===== config.mk =====
export PLATFORM = sky130hd
export DESIGN_NAME = apb_gpio_v2_flat
export DESIGN_NICKNAME = d
export VERILOG_FILES = /design/src/rtl/apb_gpio_v2_pkg.sv /design/src/rtl/apb_gpio_v2_if.sv /design/src/rtl/apb_gpio_v2_sync.sv /design/src/rtl/apb_gpio_v2.sv /design/src/flat_wrapper.sv
export SDC_FILE = /design/constraint.sdc
export NUM_CORES = 1
export LEC_CHECK = 0
export BUFFER_PORTS_ARGS = -buffer_cell sky130_fd_sc_hd__buf_4
export CORE_MARGIN = 2
export CORE_UTILIZATION = 38
export CTS_CLUSTER_SIZE = 28
export DETAILED_ROUTE_END_ITERATION = 16
export GPL_TIMING_DRIVEN = 0
export PLACE_DENSITY = 0.75
export SKIP_CTS_REPAIR_TIMING = 1
export SLEW_MARGIN = 5
export SYNTH_ARGS = -nofsm -noshare
export SYNTH_HDL_FRONTEND = slang
export SYNTH_SLANG_ARGS = --single-unit
export TNS_END_PERCENT = 5

===== constraint.sdc =====
create_clock -name PCLK -period 1.5 [get_ports PCLK]
set_input_delay 0.375 -clock PCLK [delete_from_list [all_inputs] [get_ports PCLK]]
set_output_delay 0.375 -clock PCLK [all_outputs]
set_load 0.02 [all_outputs]

===== src/rtl/apb_gpio_v2_pkg.sv =====
// apb_gpio_pkg: shared constants for the APB GPIO block.
//   APB_AW        - APB byte-address width
//   OFF_*         - register byte offsets
//   word_addr()   - strips the byte-lane bits [1:0] from an address
package apb_gpio_pkg;

    localparam int APB_AW = 8;

    localparam logic [APB_AW-1:0] OFF_OUT     = 8'h00;
    localparam logic [APB_AW-1:0] OFF_DIR     = 8'h04;
    localparam logic [APB_AW-1:0] OFF_IN      = 8'h08;
    localparam logic [APB_AW-1:0] OFF_SET     = 8'h0C;
    localparam logic [APB_AW-1:0] OFF_CLR     = 8'h10;
    localparam logic [APB_AW-1:0] OFF_RISE_EN = 8'h14;
    localparam logic [APB_AW-1:0] OFF_FALL_EN = 8'h18;
    localparam logic [APB_AW-1:0] OFF_STATUS  = 8'h1C;
    // Highest mapped offset; anything above it is an error response.
    localparam logic [APB_AW-1:0] OFF_LAST    = OFF_STATUS;

    function automatic logic [APB_AW-1:0] word_addr(input logic [APB_AW-1:0] a);
        return {a[APB_AW-1:2], 2'b00};
    endfunction

endpackage


===== src/rtl/apb_gpio_v2_if.sv =====
// apb_gpio_v2_if: APB3 completer-side bus bundle.
//   PSEL, PENABLE, PADDR, PWRITE, PWDATA - requester to completer
//   PRDATA, PREADY, PSLVERR              - completer to requester
// Modports: master (bus requester / testbench), slave (GPIO block).
interface apb_gpio_v2_if;
    import apb_gpio_pkg::*;

    logic              PSEL;
    logic              PENABLE;
    logic [APB_AW-1:0] PADDR;
    logic              PWRITE;
    logic [31:0]       PWDATA;
    logic [31:0]       PRDATA;
    logic              PREADY;
    logic              PSLVERR;

    modport master (
        output PSEL, PENABLE, PADDR, PWRITE, PWDATA,
        input  PRDATA, PREADY, PSLVERR
    );

    modport slave (
        input  PSEL, PENABLE, PADDR, PWRITE, PWDATA,
        output PRDATA, PREADY, PSLVERR
    );

endinterface


===== src/rtl/apb_gpio_v2_sync.sv =====
// gpio_sync: multi-flop synchroniser for asynchronous pin inputs.
//   clk, rst - clock, synchronous active-high reset
//   d        - asynchronous input bus (WIDTH bits)
//   q        - synchronised output, DEPTH cycles behind d
module gpio_sync #(
    parameter int WIDTH = 8,
    parameter int DEPTH = 2
) (
    input  logic             clk,
    input  logic             rst,
    input  logic [WIDTH-1:0] d,
    output logic [WIDTH-1:0] q
);

    logic [DEPTH-1:0][WIDTH-1:0] stage_q;

    always_ff @(posedge clk) begin
        if (rst) begin
            stage_q <= '0;
        end else begin
            stage_q[0] <= d;
            for (int i = 1; i < DEPTH; i++) begin
                stage_q[i] <= stage_q[i-1];
            end
        end
    end

    assign q = stage_q[DEPTH-1];

endmodule


===== src/rtl/apb_gpio_v2.sv =====
// apb_gpio_v2: APB3 GPIO block with optional edge-interrupt logic.
//   PCLK, PRESET - clock, synchronous active-high reset
//   apb          - APB completer bus (zero wait states)
//   gpio_i       - asynchronous pin inputs
//   gpio_o       - pin output values (OUT register)
//   gpio_oe      - per-pin output enable (DIR register, 1 = drive)
//   irq          - level interrupt, present only with GPIO_IRQ_EN
// Build option: define GPIO_IRQ_EN to add RISE_EN/FALL_EN/STATUS, edge
// detection and the irq port. Without it 0x14..0x1C read 0 and ignore writes.
module apb_gpio_v2
    import apb_gpio_pkg::*;
#(
    parameter int GPIO_W      = 8,
    parameter int SYNC_STAGES = 2
) (
    input  logic              PCLK,
    input  logic              PRESET,
    apb_gpio_v2_if.slave      apb,
    input  logic [GPIO_W-1:0] gpio_i,
    output logic [GPIO_W-1:0] gpio_o,
    output logic [GPIO_W-1:0] gpio_oe
`ifdef GPIO_IRQ_EN
    ,
    output logic              irq
`endif
);

    logic              access, wr, rd, unmapped;
    logic [APB_AW-1:0] addr;
    logic [GPIO_W-1:0] wdata;
    logic [GPIO_W-1:0] out_q, dir_q, sync_q;
    logic [31:0]       rdata;

    assign access   = apb.PSEL & apb.PENABLE;
    assign wr       = access &  apb.PWRITE;
    assign rd       = access & ~apb.PWRITE;
    assign addr     = word_addr(apb.PADDR);
    assign unmapped = (addr > OFF_LAST);
    assign wdata    = apb.PWDATA[GPIO_W-1:0];

    // Byte-lane address bits and PWDATA above the pin count are ignored.
    logic unused_addr;
    assign unused_addr = ^apb.PADDR[1:0];
    if (GPIO_W < 32) begin : g_unused_wdata
        logic unused_hi;
        assign unused_hi = ^apb.PWDATA[31:GPIO_W];
    end

    gpio_sync #(
        .WIDTH (GPIO_W),
        .DEPTH (SYNC_STAGES)
    ) u_sync (
        .clk (PCLK),
        .rst (PRESET),
        .d   (gpio_i),
        .q   (sync_q)
    );

    // OUT / DIR / SET / CLR. Unmapped addresses match no case item, so an
    // errored write leaves every register untouched.
    always_ff @(posedge PCLK) begin
        if (PRESET) begin
            out_q <= '0;
            dir_q <= '0;
        end else if (wr) begin
            case (addr)
                OFF_OUT: out_q <= wdata;
                OFF_DIR: dir_q <= wdata;
                OFF_SET: out_q <= out_q | wdata;
                OFF_CLR: out_q <= out_q & ~wdata;
                default: ;
            endcase
        end
    end

    assign gpio_o  = out_q;
    assign gpio_oe = dir_q;

`ifdef GPIO_IRQ_EN
    logic [GPIO_W-1:0] prev_q, rise_en_q, fall_en_q, status_q;
    logic [GPIO_W-1:0] evt, w1c, status_nxt;
    logic              irq_q;

    // prev resets with the synchroniser, so no spurious edge after reset.
    assign evt        = ( sync_q & ~prev_q & rise_en_q) |
                        (~sync_q &  prev_q & fall_en_q);
    assign w1c        = (wr && addr == OFF_STATUS) ? wdata : '0;
    // Clear first, then OR events: a same-cycle edge beats the W1C.
    assign status_nxt = (status_q & ~w1c) | evt;

    always_ff @(posedge PCLK) begin
        if (PRESET) begin
            prev_q    <= '0;
            rise_en_q <= '0;
            fall_en_q <= '0;
            status_q  <= '0;
            irq_q     <= 1'b0;
        end else begin
            prev_q   <= sync_q;
            status_q <= status_nxt;
            irq_q    <= |status_q;
            if (wr && addr == OFF_RISE_EN) rise_en_q <= wdata;
            if (wr && addr == OFF_FALL_EN) fall_en_q <= wdata;
        end
    end

    assign irq = irq_q;
`endif

    // Read mux; WO and (in the reduced build) absent registers read 0.
    always_comb begin
        rdata = '0;
        if (rd) begin
            case (addr)
                OFF_OUT:     rdata = 32'(out_q);
                OFF_DIR:     rdata = 32'(dir_q);
                OFF_IN:      rdata = 32'(sync_q);
`ifdef GPIO_IRQ_EN
                OFF_RISE_EN: rdata = 32'(rise_en_q);
                OFF_FALL_EN: rdata = 32'(fall_en_q);
                OFF_STATUS:  rdata = 32'(status_q);
`endif
                default:     rdata = '0;
            endcase
        end
    end

    assign apb.PRDATA  = rdata;
    assign apb.PREADY  = access;
    assign apb.PSLVERR = access & unmapped;

endmodule


===== src/flat_wrapper.sv =====
// flat-port wrapper written by rule: the top's interface ports become plain ports
module apb_gpio_v2_flat import apb_gpio_pkg::*;
#(
    parameter int GPIO_W      = 8,
    parameter int SYNC_STAGES = 2
)
  (PCLK, PRESET, gpio_i, gpio_o, gpio_oe, apb_PSEL, apb_PENABLE, apb_PADDR, apb_PWRITE, apb_PWDATA, apb_PRDATA, apb_PREADY, apb_PSLVERR);
  apb_gpio_v2_if apb_i ();
  input  logic PCLK;
  input  logic PRESET;
  input  logic [GPIO_W-1:0] gpio_i;
  output logic [GPIO_W-1:0] gpio_o;
  output logic [GPIO_W-1:0] gpio_oe;
  input wire logic [$bits(apb_i.PSEL)-1:0] apb_PSEL;
  input wire logic [$bits(apb_i.PENABLE)-1:0] apb_PENABLE;
  input wire logic [$bits(apb_i.PADDR)-1:0] apb_PADDR;
  input wire logic [$bits(apb_i.PWRITE)-1:0] apb_PWRITE;
  input wire logic [$bits(apb_i.PWDATA)-1:0] apb_PWDATA;
  output wire logic [$bits(apb_i.PRDATA)-1:0] apb_PRDATA;
  output wire logic [$bits(apb_i.PREADY)-1:0] apb_PREADY;
  output wire logic [$bits(apb_i.PSLVERR)-1:0] apb_PSLVERR;
  assign apb_i.PSEL = apb_PSEL;
  assign apb_i.PENABLE = apb_PENABLE;
  assign apb_i.PADDR = apb_PADDR;
  assign apb_i.PWRITE = apb_PWRITE;
  assign apb_i.PWDATA = apb_PWDATA;
  assign apb_PRDATA = apb_i.PRDATA;
  assign apb_PREADY = apb_i.PREADY;
  assign apb_PSLVERR = apb_i.PSLVERR;
  apb_gpio_v2 #(.GPIO_W(GPIO_W), .SYNC_STAGES(SYNC_STAGES)) u_core (.PCLK(PCLK), .PRESET(PRESET), .apb(apb_i), .gpio_i(gpio_i), .gpio_o(gpio_o), .gpio_oe(gpio_oe));
endmodule

# [Yosys cells after proc, flatten, opt, wreduce, memory -nomap -nowiden]
# Index checks and enable logic that the tools add are counted.
[totals] output_inout_bits=50 wordCells=24 register_bits=32 input_bits=53
[op_classes] n_lt_le_gt_ge=1 n_mux=3 bitwise_logic=8 eq_ne=4 n_reduce_logical=4
[op_table] op="8-bit one-hot mux with 3 select lines" n=2
[op_table] op="32-bit 2-to-1 mux" n=1
[op_table] op="6-bit by 2-bit == test with 1-bit output, second input constant" n=2
[op_table] op="8-bit AND" n=1
[op_table] op="8-bit by 5-bit > comparator with 1-bit output, second input constant" n=1
[op_table] op="8-bit zero test" n=1
[op_table] op="8-bit inverter" n=1
[op_table] op="8-bit OR" n=1
[op_table] op="6-bit by 1-bit == test with 1-bit output, second input constant" n=1
[op_table] op="6-bit by 3-bit == test with 1-bit output, second input constant" n=1
[op_table] op="1-bit AND" n=4
[op_table] op="2-bit AND reduction" n=2
[op_table] op="3-bit nonzero test" n=1
[op_table] op="1-bit inverter" n=1

# [Depth between registers and ports, before layout]
# Gate-level depths: netlist (run 1).
[depth] ltp_word=3 mapped_depth=5

# [By module]
# Synthesis (run 1) repeated with hierarchy kept, for this count alone.
[hier_totals] cells_unflattened=184 hier_area_um2=1689.1
[modules_own_cells] mod="apb_gpio_v2" area_each_um2=1164.9 seq_area_each_um2=320.3 cells_each=143 n_inst=1
[modules_own_cells] mod="gpio_sync" area_each_um2=524.3 seq_area_each_um2=320.3 cells_each=41 n_inst=1

# [Worst setup path before layout (run 1)]
# Ideal clock, no wire load.
[synth_timing] kind="input port to output port" startpoint="input port apb_PSEL" endpoint="output port apb_PRDATA[0]" required_time_ns=1.125 arrival_ns=1.300 stages=3 path_slack_ns=-0.175 path_cell_list="and2_1 nand4_1 nor2_1"
[synth_via] elab_chain_cells=3
[synth_lines] element="start: declaration" line_no="flat_wrapper.sv:14" source="input wire logic [$bits(apb_i.PSEL)-1:0] apb_PSEL;"
[synth_lines] element="1-bit AND" line_no="apb_gpio_v2.sv:34" source="assign access = apb.PSEL & apb.PENABLE;"
[synth_lines] element="1-bit AND" line_no="apb_gpio_v2.sv:36" source="assign rd = access & ~apb.PWRITE;"
[synth_lines] element="32-bit 2-to-1 mux" line_no="apb_gpio_v2.sv:113" source="if (rd) begin"
[synth_lines] element="end: declaration" line_no="flat_wrapper.sv:19" source="output wire logic [$bits(apb_i.PRDATA)-1:0] apb_PRDATA;"
# Every way passes these cells.

# [Worst setup path after layout (run 1)]
[layout_timing] startpoint="input port apb_PADDR[5]" endpoint="output port apb_PRDATA[7]"
[layout_via] elab_chain_cells=3
[layout_lines] element="start: declaration" line_no="flat_wrapper.sv:16" source="input wire logic [$bits(apb_i.PADDR)-1:0] apb_PADDR;"
[layout_lines] element="6-bit by 2-bit == test with 1-bit output (tied with other cells)" line_no="apb_gpio_v2.sv:114" source="case (addr)"
[layout_lines] element="8-bit one-hot mux with 3 select lines *" line_no="apb_gpio_v2.sv:114"
[layout_lines] element="32-bit 2-to-1 mux *" line_no="apb_gpio_v2.sv:113"
# Mark *: on every way between the ends. The rest lies on a longest branch, timed or not.

==> results of run 1 <==
==> synth_stat cells, drive strengths merged, types with 2 or more instances <==
library cell   n
dfxtp         32
clkbuf         3
buf           28
nor2b         25
mux2i         16
a221o          8
nor3           2
nor2          25
and2          10
a21oi          8
==> cell usage in the layout, fill, tap and decap left out, types with 2 or more instances in the layout <==
cell and n:
sky130_fd_sc_hd__nor2_4 8, sky130_fd_sc_hd__clkbuf_8 7, sky130_fd_sc_hd__buf_4 66, sky130_fd_sc_hd__buf_8 2, sky130_fd_sc_hd__buf_12 5, sky130_fd_sc_hd__and2_1 8, sky130_fd_sc_hd__mux2i_1 15, sky130_fd_sc_hd__dfxtp_1 29
sky130_fd_sc_hd__nor2_1 16, sky130_fd_sc_hd__conb_1 24, sky130_fd_sc_hd__buf_6 14, sky130_fd_sc_hd__nor2b_1 24, sky130_fd_sc_hd__dfxtp_2 3, sky130_fd_sc_hd__a221o_1 8, sky130_fd_sc_hd__nor3_4 2, sky130_fd_sc_hd__a21oi_4 8
==> power groups by stage <==
stage | Sequential, W | Combinational (W) | Clock (W)
after floorplan | 0.000894 | 0.000188 | 0
after global placement | 0.000893 | 0.000274 | 0
after detailed placement | 0.000894 | 0.000276 | 0
after CTS | 0.000875 | 0.000277 | 0.000713
after global routing | 0.000877 | 0.000362 | 0.000755
final | 0.000876 | 0.000341 | 0.000700
==> sequential cells by signal (all words and copies together), names as in the netlist <==
register and count:
u_core.gpio_oe 8, u_core.u_sync.q 8, u_core.u_sync.stage_q 8, u_core.gpio_o 8
==> worst max path at each step <==
| stage | end | cells after the start | slack (ps) | start |
|---|---|---|---|---|
| finish | apb_PRDATA[7] | 6 | -130 | apb_PADDR[5] |
| global route | apb_PRDATA[6] | 5 | -190 | u_core.gpio_o[6] |
| CTS | apb_PRDATA[4] | 5 | -560 | apb_PADDR[7] |
| detailed placement | apb_PRDATA[2] | 5 | -540 | apb_PADDR[7] |
| global placement | apb_PRDATA[1] | 5 | -550 | apb_PADDR[7] |
| floorplan | apb_PRDATA[0] | 3 | -170 | apb_PSEL |
==> stage by stage <==
step / setup WS [ps] / setup TNS, ps / instance area [um2]
after floorplan: -174.7 / -1922 / 1728
after global placement: -545.4 / -8035 / 2173
after detailed placement: -535.5 / -8301 / 2173
after CTS: -559.8 / -4433 / 2270
after global routing: -189.0 / -2493 / 2636
final: -127.5 / -1443 / 2636
==> layer usage <==
metal / vias up / part of all wire / track usage
met4: 0 / 0.0044 / 0.04487
li1: 695 / - / -
met5: - / 0 / 0
met3: 2 / 0.068 / 0.05233
met2: 46 / 0.51 / 0.2415
met1: 635 / 0.42 / 0.1867
==> final cells by class <==
class,count,area (um2)
Fill cell,351,1450
Buffer,31,272.8
Sequential cell,32,644.4
Timing Repair Buffer,58,539.3
Multi-Input combinational cell,128,1021
Clock buffer,7,96.34
Tap cell,50,62.56
==> logic make-up (layout without fill, tap and decap cells) <==
family	Yosys count	count (layout)
and+or+nand+nor	68	68
DFF	32	32
buffers and inverters	31	96
AOI/OAI and AO/OA	19	19
muxes	17	17
other	1	24
==> critical path: stages <==
cell and delay [ps]:
sky130_fd_sc_hd__buf_6 100, sky130_fd_sc_hd__nor3_4 200, sky130_fd_sc_hd__nand4_1 150, sky130_fd_sc_hd__buf_8 200, sky130_fd_sc_hd__nor2_4 100, sky130_fd_sc_hd__buf_6 120
==> flow_results.xml, run 1 <==
<?xml version="1.0" encoding="UTF-8"?>
<metrics>
  <group name="cts">
    <metric name="number_of_buffers_created_by_cts" unit="">5</metric>
    <metric name="clkSlewWorstSetupHoldPaths" unit="ps">60</metric>
    <metric name="clock_tree.buffer_depth" unit="">2</metric>
    <metric name="cts_tree" unit="">done</metric>
    <metric name="ctsHtreeMaxLevel" unit="">2</metric>
    <metric name="skew_pair_late_insertion_delay" unit="ps">280</metric>
    <metric name="tritoncts_num_sinks" unit="">32</metric>
    <metric name="cts_root_buf" unit="">sky130_fd_sc_hd__clkbuf_8</metric>
  </group>
  <group name="timing">
    <metric name="fmaxAchievable" unit="GHz">0.6144</metric>
    <metric name="timing_hold_violations_final" unit="">0</metric>
    <metric name="post-route-worst-setup-slack" unit="ps">-127.5</metric>
    <metric name="fin_worst_skew" unit="ps">2.146</metric>
    <metric name="min_period_over_period" unit="">1.085</metric>
    <metric name="report.final.setup_viol" unit="">20</metric>
    <metric name="slew-limit-headroom" unit="">0.6464</metric>
    <metric name="period_needed" unit="ps">1628</metric>
    <metric name="rsz0062_at_grt" unit="">true</metric>
    <metric name="final-max-slew-violation-count" unit="">0</metric>
    <metric name="worstMarginPinSlew" unit="ps">530.4</metric>
    <metric name="fin_hold_ws" unit="ps">306.1</metric>
  </group>
  <group name="finish">
    <metric name="final-instance-count-excl-fill" unit="">306</metric>
    <metric name="layout.core_utilization" unit="">0.6451</metric>
    <metric name="layout-area-overhead-vs-synth" unit="%">60.59</metric>
    <metric name="finish.net_count" unit="">309</metric>
    <metric name="antenna_cells" unit="">0</metric>
    <metric name="drive_gt1_frac" unit="">0.5000</metric>
  </group>
  <group name="route">
    <metric name="detail-route-antenna-nets" unit="">0</metric>
    <metric name="routed_wirelength" unit="um">4070</metric>
    <metric name="avgViaCountPerCell" unit="">4.503</metric>
    <metric name="route.detailed.wl_per_inst" unit="um">13.30</metric>
    <metric name="firstDrtPassIters" unit="">4</metric>
    <metric name="drt-initial-drc-count" unit="">48</metric>
    <metric name="route.vias.total" unit="">1378</metric>
    <metric name="drc_errors" unit="">0</metric>
  </group>
  <group name="setup_path">
    <metric name="crit_path_max_fanout" unit="">8</metric>
    <metric name="cp.arrival" unit="ps">1250</metric>
    <metric name="endpoint_of_the_most_critical_register_to_register_path" unit="">u_core.gpio_o[5]</metric>
    <metric name="crit_required" unit="ps">1120</metric>
    <metric name="r2r_start" unit="">u_core.gpio_o[5]</metric>
    <metric name="ff2ff_setup_slack" unit="ps">590</metric>
    <metric name="endpoint_kind" unit="">output port</metric>
    <metric name="path_class" unit="">input port to output port</metric>
    <metric name="worstSetupStartpointType" unit="">input port</metric>
    <metric name="r2r.worst_path.cells" unit="">2</metric>
  </group>
  <group name="status">
    <metric name="failed_checks" unit="">negative setup slack</metric>
    <metric name="status" unit="">finished, violations left</metric>
  </group>
  <group name="pwr">
    <metric name="p_leak" unit="nW">1.170</metric>
    <metric name="power.share.sequential" unit="">0.457</metric>
    <metric name="sw_frac_of_total" unit="">0.2423</metric>
    <metric name="power.internal" unit="W">0.001452</metric>
    <metric name="p_per_area" unit="nW/um2">726.9</metric>
    <metric name="pwr-share-clk" unit="">0.365</metric>
    <metric name="power" unit="W">0.001916</metric>
    <metric name="vdd_drop_max" unit="mV">0.5578</metric>
    <metric name="power.switching" unit="W">0.0004643</metric>
    <metric name="power_frac_comb" unit="">0.178</metric>
  </group>
  <group name="synth">
    <metric name="area_fraction_in_compound_gates_after_synthesis" unit="">0.1029</metric>
    <metric name="synth_adder_area_share" unit="">0</metric>
    <metric name="synthDominantCellAreaShare" unit="">0.3902</metric>
    <metric name="synth_sequential_area_ratio" unit="">0.3902</metric>
    <metric name="synthesis.area_per_instance" unit="um2">9.771</metric>
    <metric name="simple_gate_fraction_of_synth_area" unit="">0.2500</metric>
    <metric name="synth_top_family_by_area" unit="">simple AND/OR/NAND/NOR gates</metric>
    <metric name="synthesized_flop_and_latch_total" unit="">32</metric>
    <metric name="synth_top_cells_by_area" unit="">sky130_fd_sc_hd__dfxtp_1 (39%), sky130_fd_sc_hd__buf_4 (11%), sky130_fd_sc_hd__mux2i_1 (9.8%)</metric>
    <metric name="synth.largest_area_cell" unit="">sky130_fd_sc_hd__dfxtp_1</metric>
    <metric name="postSynthCellCount" unit="">168</metric>
    <metric name="synth_enable_flop_cells" unit="">0</metric>
    <metric name="fraction_of_synthesis_flops_using_an_asynchronous_set_or_reset_pin" unit="">0</metric>
    <metric name="syn_area" unit="um2">1642</metric>
    <metric name="postSynth.topFlopCell" unit="">sky130_fd_sc_hd__dfxtp_1</metric>
    <metric name="yosys_warnings" unit="">0</metric>
    <metric name="synth.distinct_cells" unit="">25</metric>
    <metric name="synthXorXnorAreaFrac" unit="">0</metric>
    <metric name="share_of_cell_area_taken_by_muxes_after_synthesis" unit="">0.1044</metric>
  </group>
  <group name="grt">
    <metric name="grt_pass1_vias" unit="">1199</metric>
    <metric name="grt_first_pass_wirelength" unit="um">5713</metric>
    <metric name="grt_remaining_overflow" unit="">0</metric>
    <metric name="track_usage" unit="">0.1491</metric>
    <metric name="grt_antenna_before_repair" unit="">0</metric>
    <metric name="grt_max_degree" unit="">11</metric>
  </group>
  <group name="floorplanning">
    <metric name="die_area" unit="um2">4862</metric>
    <metric name="die_x" unit="um">69.73</metric>
    <metric name="floorplan.core_area" unit="um2">4086</metric>
    <metric name="io-pin-count" unit="">103</metric>
    <metric name="starting_density_of_the_core" unit="">0.4017</metric>
    <metric name="placementRows" unit="">23</metric>
    <metric name="die_height" unit="um">69.73</metric>
  </group>
  <group name="placed_design">
    <metric name="port_buffers" unit="">51</metric>
    <metric name="dp_hpwl" unit="um">2664</metric>
    <metric name="post-place-cells" unit="">292</metric>
    <metric name="gpl.final_weighted_congestion" unit="">0.7525</metric>
  </group>
  <group name="worst_hold_path">
    <metric name="min_delay_worst_endpoint" unit="">u_core.u_sync.stage_q[1]</metric>
    <metric name="holdPathStages" unit="">2</metric>
    <metric name="hold_class" unit="">input port to register</metric>
    <metric name="timing.hold.worst.start" unit="">gpio_i[1]</metric>
  </group>
  <group name="job">
    <metric name="maxCapViolCount" unit="">0</metric>
  </group>
</metrics>
No activity file was read; power rests on OpenSTA's default activity.
==> run 2: changes to the inputs <==
ABC_AREA = 1   (was default)
CORE_UTILIZATION = 40   (was 38)
CTS_CLUSTER_SIZE = 14   (was 28)
PLACE_DENSITY = 0.76   (was 0.75)
==> run 2 against run 1 <==
  * The run still ends with negative setup slack left
  * Final area shrank 3.4%
  * Fmax shrank 17%
  * Non-clock buffer count shrank 5
  * Hold slack lost 29 ps
  * Area after synthesis grew 12%
  * Wire length grew 2.9%
  * Largest cell class unchanged
  * Register-to-register slack lost 120 ps
  * Total power grew 3.5%
==> flow_results.xml, run 2 <==
<?xml version="1.0" encoding="UTF-8"?>
<metrics>
  <group name="floorplanning">
    <metric name="die_height" unit="um">71.90</metric>
    <metric name="die_x" unit="um">71.90</metric>
    <metric name="placementRows" unit="">24</metric>
    <metric name="io-pin-count" unit="">103</metric>
    <metric name="die_area" unit="um2">5170</metric>
    <metric name="starting_density_of_the_core" unit="">0.4207</metric>
    <metric name="floorplan.core_area" unit="um2">4384</metric>
  </group>
  <group name="synth">
    <metric name="synth_sequential_area_ratio" unit="">0.3474</metric>
    <metric name="synth.cells.most_frequent" unit="">sky130_fd_sc_hd__nand2_1 (68), sky130_fd_sc_hd__inv_1 (40), sky130_fd_sc_hd__dfxtp_1 (32), sky130_fd_sc_hd__nor2_1 (27)</metric>
    <metric name="syn_area" unit="um2">1844</metric>
    <metric name="synth_top_cells_by_area" unit="">sky130_fd_sc_hd__dfxtp_1 (35%), sky130_fd_sc_hd__nand2_1 (14%), sky130_fd_sc_hd__buf_4 (9.8%)</metric>
    <metric name="synth.distinct_cells" unit="">22</metric>
    <metric name="synthDominantCellAreaShare" unit="">0.3474</metric>
    <metric name="synth.largest_area_cell" unit="">sky130_fd_sc_hd__dfxtp_1</metric>
    <metric name="postSynthCellCount" unit="">269</metric>
    <metric name="postSynth.topFlopCell" unit="">sky130_fd_sc_hd__dfxtp_1</metric>
    <metric name="fraction_of_synthesis_flops_using_an_asynchronous_set_or_reset_pin" unit="">0</metric>
    <metric name="synthesis.area_per_instance" unit="um2">6.856</metric>
    <metric name="synth_enable_flop_cells" unit="">0</metric>
    <metric name="cell_with_the_most_instances_after_synthesis" unit="">sky130_fd_sc_hd__nand2_1</metric>
    <metric name="synthesized_flop_and_latch_total" unit="">32</metric>
    <metric name="yosys_warnings" unit="">0</metric>
  </group>
  <group name="cts">
    <metric name="clkSlewWorstSetupHoldPaths" unit="ps">60</metric>
    <metric name="tritoncts_num_sinks" unit="">32</metric>
    <metric name="cts_root_buf" unit="">sky130_fd_sc_hd__clkbuf_8</metric>
    <metric name="skew_pair_late_insertion_delay" unit="ps">290</metric>
    <metric name="number_of_buffers_created_by_cts" unit="">5</metric>
    <metric name="ctsHtreeMaxLevel" unit="">2</metric>
    <metric name="cts_tree" unit="">done</metric>
    <metric name="clock_tree.buffer_depth" unit="">2</metric>
  </group>
  <group name="setup_path">
    <metric name="crit_path_max_fanout" unit="">8</metric>
    <metric name="worstSetupEndpoint" unit="">apb_PRDATA[1]</metric>
    <metric name="endpoint_of_the_most_critical_register_to_register_path" unit="">u_core.gpio_o[7]</metric>
    <metric name="worstSetupStartpointType" unit="">input port</metric>
    <metric name="endpoint_kind" unit="">output port</metric>
    <metric name="ff2ff_setup_slack" unit="ps">470</metric>
    <metric name="r2r_start" unit="">u_core.gpio_o[7]</metric>
    <metric name="cp.arrival" unit="ps">1580</metric>
    <metric name="crit_required" unit="ps">1120</metric>
    <metric name="r2r.worst_path.cells" unit="">5</metric>
    <metric name="path_class" unit="">input port to output port</metric>
    <metric name="cp-startpoint" unit="">apb_PADDR[6]</metric>
  </group>
  <group name="placed_design">
    <metric name="dp_hpwl" unit="um">3299</metric>
    <metric name="port_buffers" unit="">52</metric>
    <metric name="gpl.final_weighted_congestion" unit="">0.8051</metric>
    <metric name="placed_cell_areas" unit="um2">2386</metric>
    <metric name="place_worst_setup_slack" unit="ps">-463.6</metric>
  </group>
  <group name="timing">
    <metric name="rsz0062_at_grt" unit="">true</metric>
    <metric name="min_period_over_period" unit="">1.307</metric>
    <metric name="fin_setup_tns" unit="ps">-3577</metric>
    <metric name="report.final.setup_viol" unit="">9</metric>
    <metric name="final-max-slew-violation-count" unit="">0</metric>
    <metric name="post-route-worst-setup-slack" unit="ps">-459.8</metric>
    <metric name="period_needed" unit="ps">1960</metric>
    <metric name="fin_hold_ws" unit="ps">277.5</metric>
    <metric name="fin_worst_skew" unit="ps">0.1731</metric>
    <metric name="timing_hold_violations_final" unit="">0</metric>
    <metric name="fmaxAchievable" unit="GHz">0.5103</metric>
  </group>
  <group name="finish">
    <metric name="finish.net_count" unit="">408</metric>
    <metric name="most-common-layout-cells" unit="">sky130_fd_sc_hd__buf_4 (75), sky130_fd_sc_hd__nand2_1 (68), sky130_fd_sc_hd__inv_1 (39)</metric>
    <metric name="layout.area.seq" unit="um2">640.6</metric>
    <metric name="fillCellCount" unit="">440</metric>
    <metric name="multi_input_comb_area" unit="um2">923.4</metric>
    <metric name="antenna_cells" unit="">0</metric>
    <metric name="final_common_cell" unit="">sky130_fd_sc_hd__buf_4</metric>
    <metric name="layout-area-overhead-vs-synth" unit="%">38.06</metric>
    <metric name="drive_gt1_frac" unit="">0.3174</metric>
    <metric name="final_area" unit="um2">2546</metric>
  </group>
  <group name="route">
    <metric name="routed_wirelength" unit="um">4190</metric>
    <metric name="avgViaCountPerCell" unit="">4.502</metric>
    <metric name="route.detailed.wl_per_inst" unit="um">10.27</metric>
    <metric name="firstDrtPassIters" unit="">4</metric>
    <metric name="detail-route-antenna-nets" unit="">0</metric>
    <metric name="drc_errors" unit="">0</metric>
    <metric name="route.vias.total" unit="">1837</metric>
    <metric name="drt-initial-drc-count" unit="">122</metric>
  </group>
  <group name="pwr">
    <metric name="vdd_drop_max" unit="mV">0.5899</metric>
    <metric name="p_leak" unit="nW">1.317</metric>
    <metric name="p_per_area" unit="nW/um2">779.0</metric>
    <metric name="power" unit="W">0.001983</metric>
  </group>
  <group name="worst_hold_path">
    <metric name="hold_class" unit="">input port to register</metric>
  </group>
  <group name="grt">
    <metric name="track_usage" unit="">0.1699</metric>
    <metric name="grt_max_degree" unit="">11</metric>
    <metric name="grt_antenna_before_repair" unit="">0</metric>
    <metric name="grt_first_pass_wirelength" unit="um">7003</metric>
    <metric name="grt_pass1_vias" unit="">1635</metric>
    <metric name="grt_remaining_overflow" unit="">0</metric>
  </group>
  <group name="job">
    <metric name="maxCapViolCount" unit="">0</metric>
  </group>
  <group name="status">
    <metric name="status" unit="">finished, violations left</metric>
    <metric name="failed_checks" unit="">negative setup slack</metric>
  </group>
</metrics>
==> run 2: cell families after synthesis <==
kind of cell,after synthesis,synth area share
simple gates,141,0.3711
other cells,1,0.002033
flops,32,0.3474
buf+inv,70,0.1988
compound gates,25,0.08074
==> run 2: layout make-up <==
cell class	count	share of cell area
buffer	28	0.08108
clock buffer	6	0.02850
clock inverter	2	0.01376
inverter	42	0.06437
multi-input combinational	190	0.3627
sequential	32	0.2516
tap	52	0.02555
timing repair buffer	56	0.1725
==> run 2: critical path: stages <==
cell and delay, ps:
sky130_fd_sc_hd__buf_6 90, sky130_fd_sc_hd__nor2_4 180, sky130_fd_sc_hd__nand2_4 90, sky130_fd_sc_hd__nor3_4 350, sky130_fd_sc_hd__nand2_1 120, sky130_fd_sc_hd__o211ai_1 110, sky130_fd_sc_hd__nand2_1 80, sky130_fd_sc_hd__inv_2 70
sky130_fd_sc_hd__buf_6 110
==> run 2: routing by layer <==
metal / wire, um / vias up / global-route usage / part of all wire
li1: - / 953 / - / -
met1: 1757 / 813 / 0.2042 / 0.42
met3: 334 / 6 / 0.04167 / 0.080
met4: 56 / 0 / 0.05031 / 0.013
met2: 2042 / 65 / 0.3004 / 0.49
met5: 0 / - / 0 / 0
==> run 2: worst min path at each step <==
stage               cells past startpoint            endpoint                     start
floorplan                               2  u_core.u_sync.q[0]  u_core.u_sync.stage_q[0]
global placement                        2  u_core.u_sync.q[1]  u_core.u_sync.stage_q[1]
detailed placement                      2  u_core.u_sync.q[7]  u_core.u_sync.stage_q[7]
CTS                                     2    u_core.gpio_o[1]                    PRESET
global route                            2    u_core.gpio_o[0]                    PRESET
finish                                  2    u_core.gpio_o[1]                    PRESET
==> run 2: stage by stage <==
stage | instances | utilization
floorplan | 292 | -
global placement | 396 | 0.5442
detailed placement | 396 | 0.5442
CTS | 404 | 0.5688
global route | 408 | 0.5808
finish | 408 | 0.5808
==> run 2: power breakdown <==
part,switching (W),internal [W],leakage (nW)
Clock,0.000313,0.000492,0.0552
Sequential,0.00000540,0.000871,0.261
Combinational,0.000165,0.000137,1.00
Total,0.000483,0.00150,1.32
